===== config.mk =====
export PLATFORM = sky130hd
export DESIGN_NAME = cursor_position_ctrl_flat
export DESIGN_NICKNAME = d
export VERILOG_FILES = /design/src/rtl/cursor_position_ctrl_if.sv /design/src/rtl/cursor_position_ctrl.sv /design/src/flat_wrapper.sv
export SDC_FILE = /design/constraint.sdc
export NUM_CORES = 1
export LEC_CHECK = 0
export CAP_MARGIN = 25
export CORE_MARGIN = 4
export CORE_UTILIZATION = 55
export CTS_CLUSTER_DIAMETER = 60
export CTS_CLUSTER_SIZE = 30
export DETAILED_ROUTE_END_ITERATION = 10
export GPL_TIMING_DRIVEN = 1
export PLACE_DENSITY = 0.81
export SYNTH_ARGS = -nofsm -noshare
export SYNTH_HDL_FRONTEND = slang
export SYNTH_SLANG_ARGS = --single-unit
export TNS_END_PERCENT = 5

===== constraint.sdc =====
create_clock -name clk_in -period 4.6 [get_ports clk_in]
set_input_delay 0.92 -clock clk_in [delete_from_list [all_inputs] [get_ports clk_in]]
set_output_delay 0.92 -clock clk_in [all_outputs]
set_load 0.005 [all_outputs]

===== src/rtl/cursor_position_ctrl_if.sv =====
// Draw-request handshake between the cursor controller and the canvas writer.
interface cursor_position_ctrl_if;
    logic       draw_valid_out;
    logic       draw_ready_in;
    logic [9:0] draw_x_out;
    logic [8:0] draw_y_out;

    modport master (output draw_valid_out, draw_x_out, draw_y_out, input draw_ready_in);
    modport slave  (input draw_valid_out, draw_x_out, draw_y_out, output draw_ready_in);
endinterface


===== src/rtl/cursor_position_ctrl.sv =====
// Cursor position controller: frame-gated position commit, stroke width/type, draw requests.
// Optional macro CURSOR_WRAP_EN: wrap coordinates modulo the canvas size instead of clamping.
module cursor_position_ctrl #(
    parameter int CANVAS_W    = 320,
    parameter int CANVAS_H    = 240,
    parameter int X_INIT      = 160,
    parameter int Y_INIT      = 120,
    parameter int SPEED_SHIFT = 0
) (
    input  logic       clk_in,
    input  logic       rst_in,
    input  logic       new_frame_in,
    input  logic       delta_valid_in,
    input  logic [8:0] dx_in,
    input  logic [8:0] dy_in,
    input  logic       pen_down_in,
    input  logic       width_up_in,
    input  logic       width_down_in,
    input  logic       type_toggle_in,
    output logic [9:0] x_out,
    output logic [8:0] y_out,
    output logic [2:0] stroke_width_out,
    output logic       cursor_type_out,
    output logic       overrun_out,
    cursor_position_ctrl_if.master draw
);
    localparam logic signed [12:0] W13   = 13'(CANVAS_W);
    localparam logic signed [12:0] H13   = 13'(CANVAS_H);
    localparam logic signed [12:0] XMAX  = 13'(CANVAS_W - 1);
    localparam logic signed [12:0] YMAX  = 13'(CANVAS_H - 1);
`ifdef CURSOR_WRAP_EN
    // Keeps |acc| below one canvas span so a single modulo step is enough.
    localparam logic signed [12:0] AX_HI = XMAX;
    localparam logic signed [12:0] AX_LO = -XMAX;
    localparam logic signed [12:0] AY_HI = YMAX;
    localparam logic signed [12:0] AY_LO = -YMAX;
`else
    localparam logic signed [12:0] AX_HI = 13'sd2047;
    localparam logic signed [12:0] AX_LO = -13'sd2048;
    localparam logic signed [12:0] AY_HI = 13'sd2047;
    localparam logic signed [12:0] AY_LO = -13'sd2048;
`endif

    typedef enum logic {IDLE, REQ} state_t;

    state_t             state, state_nxt;
    logic signed [11:0] acc_x, acc_y, acc_x_nxt, acc_y_nxt;
    logic signed [11:0] dx_ext, dy_ext, base_x, base_y;
    logic signed [12:0] sum_x, sum_y, nx_raw, ny_raw, nx, ny;
    logic               commit_req, load, ov_set;

    function automatic logic signed [11:0] limit(input logic signed [12:0] s,
                                                 input logic signed [12:0] lo,
                                                 input logic signed [12:0] hi);
        logic signed [12:0] r;
        r = s;
        if (s > hi)      r = hi;
        else if (s < lo) r = lo;
        return r[11:0];
    endfunction

    assign dx_ext = 12'($signed(dx_in)) <<< SPEED_SHIFT;
    assign dy_ext = 12'($signed(dy_in)) <<< SPEED_SHIFT;

    // A commit consumes the old accumulator; a same-cycle delta starts the next frame.
    assign base_x = new_frame_in ? 12'sd0 : acc_x;
    assign base_y = new_frame_in ? 12'sd0 : acc_y;
    assign sum_x  = $signed({base_x[11], base_x}) + $signed({dx_ext[11], dx_ext});
    assign sum_y  = $signed({base_y[11], base_y}) + $signed({dy_ext[11], dy_ext});
    assign acc_x_nxt = delta_valid_in ? limit(sum_x, AX_LO, AX_HI) : base_x;
    assign acc_y_nxt = delta_valid_in ? limit(sum_y, AY_LO, AY_HI) : base_y;

    assign nx_raw = $signed({3'b000, x_out}) + $signed({acc_x[11], acc_x});
    assign ny_raw = $signed({4'b0000, y_out}) + $signed({acc_y[11], acc_y});

    always_comb begin
        nx = nx_raw;
        ny = ny_raw;
`ifdef CURSOR_WRAP_EN
        if (nx_raw < 0)          nx = nx_raw + W13;
        else if (nx_raw >= W13)  nx = nx_raw - W13;
        if (ny_raw < 0)          ny = ny_raw + H13;
        else if (ny_raw >= H13)  ny = ny_raw - H13;
`else
        if (nx_raw < 0)          nx = 13'sd0;
        else if (nx_raw > XMAX)  nx = XMAX;
        if (ny_raw < 0)          ny = 13'sd0;
        else if (ny_raw > YMAX)  ny = YMAX;
`endif
    end

    assign commit_req = new_frame_in & pen_down_in;

    always_comb begin
        state_nxt           = state;
        load                = 1'b0;
        ov_set              = 1'b0;
        draw.draw_valid_out = (state == REQ);
        case (state)
            IDLE: if (commit_req) begin
                load      = 1'b1;
                state_nxt = REQ;
            end
            REQ: begin
                // Handshake frees the slot, so a coincident commit reloads instead of overrunning.
                if (draw.draw_ready_in) begin
                    if (commit_req) load = 1'b1;
                    else            state_nxt = IDLE;
                end else if (commit_req) begin
                    ov_set = 1'b1;
                end
            end
            default: state_nxt = IDLE;
        endcase
    end

    always_ff @(posedge clk_in) begin
        if (rst_in) begin
            state            <= IDLE;
            acc_x            <= '0;
            acc_y            <= '0;
            x_out            <= 10'(X_INIT);
            y_out            <= 9'(Y_INIT);
            stroke_width_out <= '0;
            cursor_type_out  <= 1'b1;
            overrun_out      <= 1'b0;
            draw.draw_x_out  <= '0;
            draw.draw_y_out  <= '0;
        end else begin
            state <= state_nxt;
            acc_x <= acc_x_nxt;
            acc_y <= acc_y_nxt;
            if (new_frame_in) begin
                x_out <= nx[9:0];
                y_out <= ny[8:0];
            end
            if (load) begin
                draw.draw_x_out <= nx[9:0];
                draw.draw_y_out <= ny[8:0];
            end
            if (ov_set) overrun_out <= 1'b1;
            if (width_up_in && !width_down_in && stroke_width_out != 3'd7)
                stroke_width_out <= stroke_width_out + 3'd1;
            else if (width_down_in && !width_up_in && stroke_width_out != 3'd0)
                stroke_width_out <= stroke_width_out - 3'd1;
            if (type_toggle_in) cursor_type_out <= ~cursor_type_out;
        end
    end
endmodule

===== src/flat_wrapper.sv =====
// flat-port wrapper written by rule: the top's interface ports become plain ports
module cursor_position_ctrl_flat 
#(
    parameter int CANVAS_W    = 320,
    parameter int CANVAS_H    = 240,
    parameter int X_INIT      = 160,
    parameter int Y_INIT      = 120,
    parameter int SPEED_SHIFT = 0
)
  (clk_in, rst_in, new_frame_in, delta_valid_in, dx_in, dy_in, pen_down_in, width_up_in, width_down_in, type_toggle_in, x_out, y_out, stroke_width_out, cursor_type_out, overrun_out, draw_draw_valid_out, draw_draw_x_out, draw_draw_y_out, draw_draw_ready_in);
  cursor_position_ctrl_if draw_i ();
  input  logic clk_in;
  input  logic rst_in;
  input  logic new_frame_in;
  input  logic delta_valid_in;
  input  logic [8:0] dx_in;
  input  logic [8:0] dy_in;
  input  logic pen_down_in;
  input  logic width_up_in;
  input  logic width_down_in;
  input  logic type_toggle_in;
  output logic [9:0] x_out;
  output logic [8:0] y_out;
  output logic [2:0] stroke_width_out;
  output logic cursor_type_out;
  output logic overrun_out;
  output wire logic [$bits(draw_i.draw_valid_out)-1:0] draw_draw_valid_out;
  output wire logic [$bits(draw_i.draw_x_out)-1:0] draw_draw_x_out;
  output wire logic [$bits(draw_i.draw_y_out)-1:0] draw_draw_y_out;
  input wire logic [$bits(draw_i.draw_ready_in)-1:0] draw_draw_ready_in;
  assign draw_draw_valid_out = draw_i.draw_valid_out;
  assign draw_draw_x_out = draw_i.draw_x_out;
  assign draw_draw_y_out = draw_i.draw_y_out;
  assign draw_i.draw_ready_in = draw_draw_ready_in;
  cursor_position_ctrl #(.CANVAS_W(CANVAS_W), .CANVAS_H(CANVAS_H), .X_INIT(X_INIT), .Y_INIT(Y_INIT), .SPEED_SHIFT(SPEED_SHIFT)) u_core (.clk_in(clk_in), .rst_in(rst_in), .new_frame_in(new_frame_in), .delta_valid_in(delta_valid_in), .dx_in(dx_in), .dy_in(dy_in), .pen_down_in(pen_down_in), .width_up_in(width_up_in), .width_down_in(width_down_in), .type_toggle_in(type_toggle_in), .x_out(x_out), .y_out(y_out), .stroke_width_out(stroke_width_out), .cursor_type_out(cursor_type_out), .overrun_out(overrun_out), .draw(draw_i));
endmodule

Yosys cells after proc, flatten, opt, wreduce, memory -nomap -nowiden:

Index checks and enable logic that the tools add are counted.

* register bits: 68
* input bits: 27
* output and inout bits: 44

* $add $sub $neg: 6
* $lt $le $gt $ge: 8
* eq/ne operators: 1
* muxes and demuxes: 21
* bitwise operators: 3
* reductions and logical operators: 8

Operator list (count)
* $mux 12: 8
* $add 12x9->13: 2
* $gt 13x12->1 const B: 2
* $lt 13x1->1 const B: 2
* $lt 13x12->1 const B: 2
* $mux 10: 2
* $mux 9: 2
* $add 10x12->13: 1
* $add 11x12->13: 1
* $gt 13x10->1 const B: 1
* $gt 13x9->1 const B: 1
* $mux 3: 2
* $mux 1: 5
* $logic_and 1x1->1: 4
* $pmux 1 s2: 2
* $add 3x1->3 const B: 1
* $ne 3x3->1 const B: 1
* $reduce_bool 3->1: 1
* $sub 3x1->3 const B: 1
* $logic_not 1->1: 2
* $not 1->1: 2
* $reduce_bool 2->1: 1
* $and 1x1->1: 1

Depth between registers and ports, before layout:

Gate-level depths: netlist of the first run.

* word-level depth: 6
* gate-level depth with buffers: 15

Least setup slack after synthesis of the first run:

Ideal clock, no wire load.

* kind: input to register
* start point: in new_frame_in
* end point: reg u_core.acc_x[0]
* setup time: 0.086 ns
* data arrival time: 3.490 ns
* required time: 4.514 ns
* path slack: 1.025 ns
* stages: 14
* path buffers: 2
* cells stage by stage: clkbuf_1 > nor2b_1 > ha_1 > inv_1 > fa_1 > nor2b_1 > o31a_1 > o31a_1 > o41a_1 > nor3_1 > or2_2 > buf_2 > maj3_1 > a211oi_1

* word-level cells in the longest chain between the ends: 6

RTL lines
* from (decl): RTL line flat_wrapper.sv:14 `input logic new_frame_in;`
* $mux 12 *: RTL line cursor_position_ctrl.sv:66 `assign base_x = new_frame_in ? 12'sd0 : acc_x;`
* $add 12x9->13: RTL line cursor_position_ctrl.sv:68 `assign sum_x = $signed({base_x[11], base_x}) + $signed({dx_ext[11], dx_ext});`
* $lt 13x12->1: RTL line cursor_position_ctrl.sv:58 `else if (s < lo) r = lo;`
* $mux 12: RTL line cursor_position_ctrl.sv:58
* $mux 12: RTL line cursor_position_ctrl.sv:57 `if (s > hi) r = hi;`
* $mux 12 *: RTL line cursor_position_ctrl.sv:70 `assign acc_x_nxt = delta_valid_in ? limit(sum_x, AX_LO, AX_HI) : base_x;`
* to (signal assigned): RTL line cursor_position_ctrl.sv:131 `acc_x <= acc_x_nxt;`
* to (decl): RTL line cursor_position_ctrl.sv:47 `logic signed [11:0] acc_x, acc_y, acc_x_nxt, acc_y_nxt;`

Every way passes the cells marked *; elsewhere a longest branch is shown, timed or not.
A chain may end at the register's enable or synchronous reset.

Final worst setup path of the first run:

* start point: in new_frame_in
* end point: reg u_core.acc_x[1]

Same word-level chain as after synthesis.

==> flow_summary.ini, run 1 <==
[run_status]
status = finished clean

[floorplanning]
die_h_microns = 101.6
pin_count = 71
core.rowCount = 33
die_area_sq_mm = 0.01033
initial_core_util_pct = 57.55
chipWidth_microns = 101.6
core_area_sq_mm = 0.008382

[logic_synthesis]
yosysSeqAreaShare_pct = 28.22
yosysTopAreaCellShare_pct = 28.22
ys.flop_type = dfxtp_1
netlist_area_sq_mm = 0.004823
yosysTopAreaCell = dfxtp_1
ys_top_cells_by_area = dfxtp_1 (28%), ha_1 (11%), o21ai_0 (5.2%)
syn_inst = 607
yosys_register_bits = 68
synth_cell_types = 62
yosysWarnings = 0
async_reset_ff_share_pct = 0
synth-edff-count = 0
syn_area_per_cell_sq_um = 7.946
syn-num-nets = 682

[power_and_ir_drop]
power_switching_uw = 689.6
pwr-share-seq_pct = 37.0
clkPwrFrac_pct = 25.3
powerDensity_mw_per_mm2 = 332.8
switching_share_pct = 35.60
power_frac_comb_pct = 37.7
ir_drop_uv = 137.1
internal_power_uw = 1248
leakage_uw = 0.002367

[critical_path]
regToRegEndpoint = u_core.draw.draw_y_out[6]$_SDFFE_PP0P_
cp.required_ps = 4850
crit_path_max_fanout = 9
worstSetupPathType = input port to flip-flop
regToRegStartpoint = u_core.acc_y[0]$_SDFF_PP0_
worstPathArrival_ps = 4180
regToRegSetupSlack_ps = 1510
end_kind = flip-flop
startpoint_type = input port
worstRegToRegCells = 11

[global_route]
gr-total-overflow = 0
grt_first_pass_wirelength_mm = 19.81
grt.total_usage_pct = 23.60
grt_max_degree = 25
grt_pass1_vias = 4512
antenna_found_initial = 0

[sta]
max_freq_ghz = 0.2544
fin_worst_skew_ps = 11.50
slew_violations = 0
whs_ps = 454.7
tightest_slew_ps = 936.2
hold_viol = 0
slew_headroom_pct = 37.39
post-route-min-period_ps = 3930
period_share_pct = 85.44
rsz0062_at_grt = no
setup_slack_ps = 669.7
tns_ps = 0
setup_viol = 0

[layout]
fin_nets = 751
area_growth_pct = 20.67
final_common_cell = clkdlybuf4s50_1
layout-drive-gt1-share_pct = 4.559
layout_common_cells = clkdlybuf4s50_1 (70), dfxtp_1 (68), nor2_1 (56)
fillers = 678
antenna_cells = 0

[clock_network]
cts_buffers = 9
cts_root_buf = clkbuf_8
cts_sinks = 68
postCtsHoldBufs = 0
ctsResizeCount = 0
clock_path_buffers = 2
cts_tree = built
postCtsSetupBuffers = 0
cts_htree_levels = 3
cts.clk_slew.worst_paths_ps = 80
clock_latency_ps = 350

[hold_path]
holdPathStages = 2
min_from = u_core.draw.draw_x_out[7]$_SDFFE_PP0P_
hp-class = flip-flop to flip-flop
worst_hold_path.endpoint = u_core.draw.draw_x_out[7]$_SDFFE_PP0P_

[detailed_routing]
drt-initial-drc-count = 177
wire_per_inst_microns = 15.31
vias = 4707
vias_per_cell = 5.996
drc = 0
wl_mm = 12.02
antenna_left = 0
first_pass_iters = 4

[run]
cap_violations = 0

[place]
port_buffers = 70
dp_hpwl_mm = 9.434
globalplace.congestion = 0.9335
pre_cts_ws_ps = 348.0
==> worst max-delay path: stages <==
cell and delay, ps:
clkdlybuf4s50_1 610, nor2b_1 260, ha_1 220, inv_1 60, fa_1 390, nor2b_1 150
o31a_1 170, o31a_1 180, o41a_1 170, nor3_1 70, or2_2 350, or3_1 460
o311ai_1 140
==> flip-flops by register name, indices dropped and copies added (netlist names), 3 cells and up <==
name / flops
u_core.acc_x: 12
u_core.stroke_width_out: 3
u_core.x_out: 10
u_core.acc_y: 12
u_core.draw.draw_x_out: 10
u_core.draw.draw_y_out: 9
u_core.y_out: 9
==> how the worst max path moves through the flow <==
stage / from / to / cells past startpoint
final: new_frame_in / u_core.acc_x[1]$_SDFF_PP0_ / 13
after global routing: new_frame_in / u_core.acc_x[1]$_SDFF_PP0_ / 13
after CTS: new_frame_in / u_core.acc_x[10]$_SDFF_PP0_ / 12
after detailed placement: new_frame_in / u_core.acc_x[10]$_SDFF_PP0_ / 12
after global placement: new_frame_in / u_core.acc_x[1]$_SDFF_PP0_ / 13
after floorplan: new_frame_in / u_core.acc_x[0]$_SDFF_PP0_ / 14
==> through the flow <==
stage	cells	power [uW]	instance area, sq um	utilization (%)
3_3_place_gp	769	1423	5620	67.05
5_1_grt	785	2053	5821	69.44
4_1_cts	785	1933	5821	69.44
3_5_place_dp	770	1449	5632	67.19
6_report	785	1937	5821	69.44
2_1_floorplan	607	1215	4823	-
==> cell families after synthesis <==
family	synth area share (%)
AOI/OAI and AO/OA	26.77
xor gates and xnor gates	5.447
adders and majority gates	13.64
buffers and inverters	4.384
DFF	28.22
muxes	0.4151
and+or+nand+nor	21.12
==> cells in the mapped netlist, types with 7 or more instances <==
cell	instances
nor3_1	19
a211oi_1	13
inv_1	33
a21o_1	12
nand2b_1	11
o211ai_1	7
nor2b_1	32
ha_1	43
nand3_1	21
dfxtp_1	68
o21a_1	8
nor2_1	56
nand2_1	50
o21ai_0	50
xor2_1	10
clkbuf_1	16
a22o_1	13
xnor2_1	20
a21oi_1	38
==> layer usage <==
metal	GRT usage, %	wire [microns]	vias to the layer above
met5	0	0	-
met4	9.100	210	0
met3	4.132	795	27
met2	40.54	5676	164
met1	29.37	5334	2181
li1	-	-	2335
==> power by group through the flow <==
stage / Combinational, uW / Sequential, uW / Clock [uW]
after floorplan: 503 / 712 / 0
after global placement: 699 / 725 / 0
after detailed placement: 720 / 728 / 0
after CTS: 726 / 716 / 491
after global routing: 815 / 726 / 513
final: 730 / 717 / 491
==> layout make-up <==
class | instances | area, sq um | area share (%)
multi-input combinational | 486 | 3251 | 55.85
sequential | 68 | 1361 | 23.39
timing repair buffer | 78 | 764.5 | 13.13
tap | 105 | 131.4 | 2.257
clock buffer | 9 | 123.9 | 2.128
inverter | 33 | 123.9 | 2.128
clock inverter | 6 | 65.06 | 1.118
(Power assumes the default switching activity.)
==> inputs of run 2 (changes only) <==
--- a/config.mk
+++ b/config.mk
@@ -6,9 +6,9 @@
 export NUM_CORES = 1
 export LEC_CHECK = 0
 export CAP_MARGIN = 25
-export CORE_MARGIN = 4
+export CORE_MARGIN = 10
 export CORE_UTILIZATION = 55
-export CTS_CLUSTER_DIAMETER = 60
+export CTS_CLUSTER_DIAMETER = 30
 export CTS_CLUSTER_SIZE = 30
 export DETAILED_ROUTE_END_ITERATION = 10
 export GPL_TIMING_DRIVEN = 1
==> run 2 against run 1 <==
Final cell count increased by 0.38%. Core utilization is 1.7 points lower. Clock skew increased by 0.54 ps. Worst setup slack improved by 45 ps. Routed wire length up 2.6%. First-iteration DRC count grew 140%. Global-route usage down 4.9 points. Register-to-register slack worse by 30 ps. Total power is 2.1% higher. Largest power group unchanged. Combinational power barely moved. Clock power up 8.8%. Sequential share of layout area fell by 0.12 points.
==> flow_summary.ini, run 2 (synthesized netlist as in run 1, its figures left out) <==
[floorplanning]
chipWidth_microns = 113.6
pin_count = 71
initial_core_util_pct = 55.85
die_h_microns = 113.6
die_area_sq_mm = 0.01292
core.rowCount = 34
core_area_sq_mm = 0.008636

[clock_network]
postCtsHoldBufs = 0
cts_buffers = 9
clock_latency_ps = 350
cts_root_buf = clkbuf_8
cts_tree = built
cts_htree_levels = 3
cts.clk_slew.worst_paths_ps = 80
cts_sinks = 68
ctsResizeCount = 0
postCtsSetupBuffers = 0
clock_path_buffers = 2

[detailed_routing]
vias_per_cell = 5.952
vias = 4690
wire_per_inst_microns = 15.65
wl_mm = 12.33
drt-initial-drc-count = 424
drc = 0
first_pass_iters = 5
antenna_left = 0

[place]
port_buffers = 70
globalplace.congestion = 0.9454
dp_hpwl_mm = 9.742

[critical_path]
worstRegToRegCells = 12
crit_buf_inv = 3
slowest_stage = clkdlybuf4s50_1
end_kind = flip-flop
crit_family = simple AND/OR/NAND/NOR gates
crit_path_max_fanout = 8
worstSetupPathType = input port to flip-flop
cp.depth = 13
worstPathArrival_ps = 4090
cp_cell_sequence = clkdlybuf4s50_1 -> inv_1 -> nand2_1 -> inv_1 -> ha_1 -> a211oi_1 -> nor3_1 -> nor2_1 -> a311oi_1 -> nor2_1 -> xor2_1 -> or3_1 -> o311ai_1
slowest_delay_ps = 590
cp.required_ps = 4810
startpoint_type = input port

[power_and_ir_drop]
internal_power_uw = 1302
powerDensity_mw_per_mm2 = 338.0
ir_drop_uv = 152.6
pwr-share-seq_pct = 36.1
switching_share_pct = 34.15
power_switching_uw = 675.2
leakage_uw = 0.002377
power_frac_comb_pct = 36.9
clkPwrFrac_pct = 27.0

[sta]
fin_worst_skew_ps = 12.03
rsz0062_at_grt = no
setup_viol = 0
slew_violations = 0
hold_viol = 0
max_freq_ghz = 0.2574
period_share_pct = 84.45
post-route-min-period_ps = 3885
tightest_slew_ps = 833.6
slew_headroom_pct = 44.25
tns_ps = 0

[layout]
antenna_cells = 0
layout_common_cells = clkdlybuf4s50_1 (70), dfxtp_1 (68), nor2_1 (56)
reg_top3 = u_core.acc_x (12), u_core.acc_y (12)
layout-drive-gt1-share_pct = 4.559
final_util_pct = 67.73
fillers = 707
final_common_cell = clkdlybuf4s50_1
seqCellArea_sq_mm = 0.001361
area_growth_pct = 21.27
multi_input_area_sq_mm = 0.003251
fin_nets = 751

[hold_path]
holdPathStages = 2
hp-class = flip-flop to flip-flop

[global_route]
grt.total_usage_pct = 18.71
grt_pass1_vias = 4473
grt_first_pass_wirelength_mm = 20.64
gr-total-overflow = 0
grt_max_degree = 36
antenna_found_initial = 0

[run_status]
status = finished clean

[run]
cap_violations = 0
## run 2: changes by cell type in the layout (fill, tap and decap cells not counted)
cell	change
clkinv_2	-1
inv_6	-1
clkinv_4	+1
bufinv_16	+1
## run 2: final timing paths
check	startpoint	endpoint	slack [ps]
max	new_frame_in	u_core.acc_x[1]$_SDFF_PP0_	720
max reg2reg	u_core.acc_x[0]$_SDFF_PP0_	u_core.acc_x[1]$_SDFF_PP0_	1480
min reg2reg	u_core.draw.draw_x_out[6]$_SDFFE_PP0P_	u_core.draw.draw_x_out[6]$_SDFFE_PP0P_	450
min	u_core.draw.draw_x_out[6]$_SDFFE_PP0P_	u_core.draw.draw_x_out[6]$_SDFFE_PP0P_	450
## run 2: power groups by stage
stage | sequential, uW | clock, uW | combinational [uW]
floorplan | 712 | 0 | 503
global placement | 723 | 0 | 701
detailed placement | 726 | 0 | 723
CTS | 714 | 537 | 729
global route | 724 | 559 | 814
finish | 714 | 534 | 730
## run 2: per-layer routing
layer | GRT usage [%] | part of all wire, % | vias up
met5 | 0 | 0 | -
li1 | - | - | 2335
met3 | 4.252 | 7.3 | 17
met2 | 31.08 | 47 | 155
met1 | 23.01 | 44 | 2183
met4 | 7.107 | 1.7 | 0
## run 2: tightest hold or removal path, stage by stage (launching register included)
cell and delay [ps]:
dfxtp_1 320, nand2_1 40, o21ai_0 50
## run 2: metrics by stage
stage                     setup slack, ps  cells  hold WS (ps)  total power (uW)  cell area [sq um]
after detailed placement            403.0    773         441.5              1449               5635
after floorplan                      1025    607         448.7              1215               4823
final                               715.1    788         453.0              1977               5849
after global routing                400.3    788         493.5              2097               5849
after global placement              479.1    772         436.2              1424               5624
after CTS                           752.6    788         456.6              1979               5849
## run 2: final cells by class
cell class	instances	area share, %
Clock buffer	9	2.118
Clock inverter	6	1.540
Inverter	33	2.118
Multi-Input combinational cell	486	55.57
Sequential cell	68	23.27
Tap cell	108	2.310
Timing Repair Buffer	78	13.07
==> RTL change 1: new RTL, flow settings as in run 1 <==
Register the output `overrun_out` once more, with the module's reset; this adds one clock of latency there. The other outputs are not delayed to match.
--- a/src/rtl/cursor_position_ctrl.sv
+++ b/src/rtl/cursor_position_ctrl.sv
@@ -44,2 +44,4 @@
     typedef enum logic {IDLE, REQ} state_t;
+
+    logic overrun_s0;
 
@@ -125,3 +127,3 @@
             cursor_type_out  <= 1'b1;
-            overrun_out      <= 1'b0;
+            overrun_s0       <= 1'b0;
             draw.draw_x_out  <= '0;
@@ -140,3 +142,3 @@
             end
-            if (ov_set) overrun_out <= 1'b1;
+            if (ov_set) overrun_s0 <= 1'b1;
             if (width_up_in && !width_down_in && stroke_width_out != 3'd7)
@@ -148,2 +150,10 @@
     end
+    always_ff @(posedge clk_in) begin
+        if (rst_in) begin
+            overrun_out <= '0;
+        end else begin
+            overrun_out <= overrun_s0;
+        end
+    end
+
 endmodule
Formal check against the unedited RTL: not equivalent (a bounded check fails within 4 cycles, from zero or initial values and one cycle with rst_in high).
==> RTL change 1 against run 1 <==
- final area increased by 6.5%
- synthesized area increased by 6.7%
- non-clock buffer count unchanged
- routed wire length increased by 7.4%
- sequential cell count increased by 1
- worst setup slack about the same
- total power increased by 8.5%
- hold slack got worse by 0.0021 ns
- critical path type unchanged
==> RTL change 1: results (changes against run 1) <==
----------------------------------------------------
[GRT]
  Number of global-route vias before repair ... 4655 (+3.2%)
  M3 GR Usage ... 0.0340 (-0.00735)
  Met2 track utilization from global routing ... 0.379 (-0.0269)
  First-pass GRT wire length ... 21.6 mm (+8.9%)
  Met1 routing resource usage after global routing ... 0.321 (+0.0272)

[Critical path]
  Number of cells on the worst reg-to-reg path ... 10 (-1)
  Biggest fanout along the worst timing path ... 17 (+8)
  Dominant delay contributor by cell family on the critical path ... compound AO/OA/AOI/OAI gates

[Hold path]
  Worst min-delay path endpoint ... u_core.draw.draw_y_out[5]$_SDFFE_PP0P_
  Start point of the worst hold path ... u_core.draw.draw_y_out[5]$_SDFFE_PP0P_

[Route]
  Detailed route wirelength on metal3 ... 695 um (-13%)
  Number of vias per cell ... 6.09 (+1.5%)
  Drt first pass iters ... 5 (+1)
  Routed met2 length ... 5.88 mm (+3.5%)
  Length of routed wiring on met1 ... 6.16 mm (+15%)

[Timing]
  Measured slew at the worst slew-check pin ... 1.05 ns (+0.111 ns)
  Setup Skew ... 0.0139 ns (+0.00242 ns)

[Place]
  Placed wire-length estimate ... 10.1 mm (+7.5%)
  Post-Place Cell Area ... 0.00595 mm2 (+5.6%)
  Place WS ... 0.358 ns (+0.0102 ns)
  Global placement routability congestion ... 0.903 (-3.3%)

[Outcome]
  Outcome ... complete, no violations

[Finish]
  Proportion of layout cells with a drive suffix above 1 ... 0.0491 (+0.00350)
  Post-layout net count ... 783 (+4.3%)

[Power and ir drop]
  Leak pwr ... 2.49 nW (+5.2%)
  Max VDD drop ... 0.168 mV (+23%)
  Sw Pwr ... 0.705 mW (+2.2%)

[Logic synthesis]
  Number of different library cells in the post-synthesis netlist ... 64 (+3.2%)
  Share of the yosys chip area belonging to registers ... 0.268 (-0.0139)
  Cell types with the largest area share after synthesis ... sky130_fd_sc_hd__dfxtp_1 27%, sky130_fd_sc_hd__ha_1 10%, sky130_fd_sc_hd__o21ai_0 5.8%
  Syn_nets ... 720 (+5.6%)
  Top cells by count, synth ... 69 x sky130_fd_sc_hd__dfxtp_1, 60 x sky130_fd_sc_hd__o21ai_0, 56 x sky130_fd_sc_hd__a21oi_1, 56 x sky130_fd_sc_hd__nor2_1, 43 x sky130_fd_sc_hd__ha_1

----------------------------------------------------
## RTL change 1: per-stage QoR
| stage | std cells | hold slack (ns) |
|---|---|---|
| 5_1_grt | 824 | 0.495 |
| 3_3_place_gp | 808 | 0.439 |
| 6_report | 824 | 0.453 |
| 2_1_floorplan | 645 | 0.429 |
| 4_1_cts | 824 | 0.452 |
| 3_5_place_dp | 808 | 0.442 |
## RTL change 1: kinds of logic after synthesis
logic type                 count (synthesis)  synth area share
AOI/OAI and AO/OA                        222             0.279
xor gates and xnor gates                  30            0.0510
adders and majority gates                 63             0.153
DFF                                       69             0.268
muxes                                      4           0.00802
and+or+nand+nor                          203             0.201
buffers and inverters                     54            0.0399
## RTL change 1: area by class of cell
cell class                 instances  area, um2
sequential                        69       1380
fill                             769       3000
clock buffer                      11        141
timing repair buffer              78        761
tap                              111        139
clock inverter                     5        108
multi-input combinational        522       3560
inverter                          28        105
## RTL change 1: how the worst max path moves through the flow
stage                                   to  slack [ns]  cells past startpoint
2_1_floorplan  u_core.acc_x[10]$_SDFF_PP0_        1.09                     10
3_3_place_gp    u_core.acc_y[9]$_SDFF_PP0_        0.46                     13
3_5_place_dp    u_core.acc_y[2]$_SDFF_PP0_        0.36                     13
4_1_cts         u_core.acc_y[4]$_SDFF_PP0_        0.70                     13
5_1_grt         u_core.acc_y[7]$_SDFF_PP0_        0.39                     13
6_report        u_core.acc_y[2]$_SDFF_PP0_        0.67                     13
## RTL change 1: power by group through the flow
stage | Combinational, mW | Sequential [mW] | Clock (mW)
floorplan | 0.528 | 0.715 | 0
global placement | 0.733 | 0.727 | 0
detailed placement | 0.756 | 0.730 | 0
CTS | 0.761 | 0.716 | 0.615
global route | 0.850 | 0.724 | 0.645
finish | 0.769 | 0.718 | 0.616
==> RTL change 2: new RTL, settings of run 1 <==
Made on the original files. Build with the macro `CURSOR_WRAP_EN` defined.
--- a/src/rtl/cursor_position_ctrl.sv
+++ b/src/rtl/cursor_position_ctrl.sv
@@ -2,2 +2,4 @@
 // Optional macro CURSOR_WRAP_EN: wrap coordinates modulo the canvas size instead of clamping.
+`define CURSOR_WRAP_EN
+
 module cursor_position_ctrl #(
Behaviour: not the same (a bounded check fails within 4 cycles, from zero or initial values and one cycle with rst_in high).
==> RTL change 2 against run 1 <==
- sequential cell count unchanged
- combinational power is 81% higher
- synthesized cell count is 24% higher
- register-to-register slack lost 0.95 ns
- hold slack gained 0.0022 ns
- die area grew 20%
- sequential power is 4.9% higher
- routed wire length rose by 28%
- count of clock-buffer cells in the layout increased by 2
- synthesized area rose by 21%
- highest routed layer unchanged
- worst setup slack worse by 0.11 ns
- final area grew 17%
- total power increased by 29%
- critical endpoint is now u_core.draw.draw_x_out[8]$_SDFFE_PP0P_
- largest cell class unchanged
==> RTL change 2: results (changes against run 1) <==
----------------------------------------------------
[GRT]
  M3 GR Usage ... 0.0251 (-0.0162)
  Met2 track utilization from global routing ... 0.405 (-0.000902)
  Total routing resource utilization after global routing ... 0.238 (+0.00207)
  First-pass GRT wire length ... 25.2 mm (+27%)
  Met1 routing resource usage after global routing ... 0.317 (+0.0228)
  Number of global-route vias before repair ... 5470 (+21%)

[Route]
  Detailed route wirelength on metal3 ... 826 um (+3.9%)
  Via count ... 5863 (+25%)
  Total wire length after detailed routing ... 15.3 mm (+28%)
  DRC marker count from the first detailed-route iteration ... 280 (+58%)
  Drt first pass iters ... 5 (+1)
  Routed met2 length ... 7.05 mm (+24%)
  Length of routed wiring on met1 ... 7.17 mm (+34%)
  Wire length per cell ... 16.2 um (+5.9%)

[Logic synthesis]
  Fraction of the mapped netlist area in adder cells ... 0.120 (-0.0167)
  Avg Inst Size Synth ... 7.80 um2 (-1.9%)
  Syn_nets ... 830 (+22%)
  Multiplexer share of the synthesized area ... 0.0205 (+0.0164)
  Cell types with the largest area share after synthesis ... sky130_fd_sc_hd__dfxtp_1 23%, sky130_fd_sc_hd__ha_1 10%, sky130_fd_sc_hd__nor2_1 5.1%
  Top cells by count, synth ... 80 x sky130_fd_sc_hd__nor2_1, 68 x sky130_fd_sc_hd__dfxtp_1, 60 x sky130_fd_sc_hd__nand2_1, 49 x sky130_fd_sc_hd__a21oi_1, 48 x sky130_fd_sc_hd__ha_1
  Area share of xor/xnor cells in the synthesized design ... 0.0329 (-0.0215)
  Share of the yosys chip area belonging to registers ... 0.233 (-0.0495)
  Number of different library cells in the post-synthesis netlist ... 85 (+37%)

[Timing]
  Setup Skew ... 0.00663 ns (-0.00486 ns)
  Measured slew at the worst slew-check pin ... 0.802 ns (-0.134 ns)
  Shortest clock period the worst path allows after layout ... 4.04 ns (+0.106 ns)
  Min Hold Slack ... 0.457 ns (+0.00222 ns)

[Critical path]
  Critical Path Max Stage Delay ... 0.55 ns (-0.06 ns)
  Cell with the biggest individual delay on the critical path ... sky130_fd_sc_hd__or4_4
  Biggest fanout along the worst timing path ... 6 (-3)
  Arrival time of data at the critical path endpoint ... 4.27 ns (+0.09 ns)

[Finish]
  Post-layout net count ... 884 (+18%)
  Proportion of layout cells with a drive suffix above 1 ... 0.0655 (+0.0199)
  Count of filler cells inserted in the layout ... 876 (+29%)

[Place]
  Placed wire-length estimate ... 12.0 mm (+27%)
  Placed cell count ... 928 (+21%)
  Post-Place Cell Area ... 0.00661 mm2 (+17%)
  Place WS ... 0.474 ns (+0.126 ns)
  Global placement routability congestion ... 0.940 (+0.65%)

[Power and ir drop]
  Switching share of total power ... 0.416 (+0.0600)
  Leak pwr ... 2.69 nW (+14%)
  Max VDD drop ... 0.137 mV (about the same)

[Hold path]
  Worst hold path class ... reg -> reg

[Outcome]
  Outcome ... complete, no violations

----------------------------------------------------
RTL change 2: final cells by class:
type	count	share of cell area
clock buffers	11	0.0208
well taps	136	0.0250
multi-input cells	616	0.622
clock inverters	5	0.00405
flip-flops and latches	68	0.200
inverters	33	0.0182
repair buffers	76	0.110
diodes	1	0.000368
RTL change 2: final timing paths:
path / startpoint / end / depth (start not counted)
worst min register to register: u_core.draw.draw_x_out[3]$_SDFFE_PP0P_ / u_core.draw.draw_x_out[3]$_SDFFE_PP0P_ / 2
worst max register to register: u_core.x_out[0]$_SDFFE_PP0P_ / u_core.draw.draw_x_out[8]$_SDFFE_PP0P_ / 16
worst max-delay path: u_core.x_out[0]$_SDFFE_PP0P_ / u_core.draw.draw_x_out[8]$_SDFFE_PP0P_ / 16
worst min-delay path: u_core.draw.draw_x_out[3]$_SDFFE_PP0P_ / u_core.draw.draw_x_out[3]$_SDFFE_PP0P_ / 2
RTL change 2: cell families (layout without fill, tap and decap cells):
group                    Yosys count  in the layout
AND/OR/NAND/NOR                  303            303
AO/OA/AOI/OAI                    226            226
flip-flops                        68             68
buffers and inverters             66            125
adder cells (fa/ha/maj)           53             53
XOR/XNOR                          22             22
multiplexers                      12             12
other                              0              1
RTL change 2: power by group through the flow:
stage	clock network, mW	registers [mW]	logic [mW]
6_report	0.426	0.752	1.32
5_1_grt	0.453	0.760	1.45
4_1_cts	0.426	0.750	1.30
3_5_place_dp	0	0.763	1.29
3_3_place_gp	0	0.760	1.24
2_1_floorplan	0	0.742	0.938
RTL change 2: worst min-delay path: stages (launching register included):
cell and delay (ns):
sky130_fd_sc_hd__dfxtp_1 0.31, sky130_fd_sc_hd__nand2_1 0.05, sky130_fd_sc_hd__a21oi_1 0.05
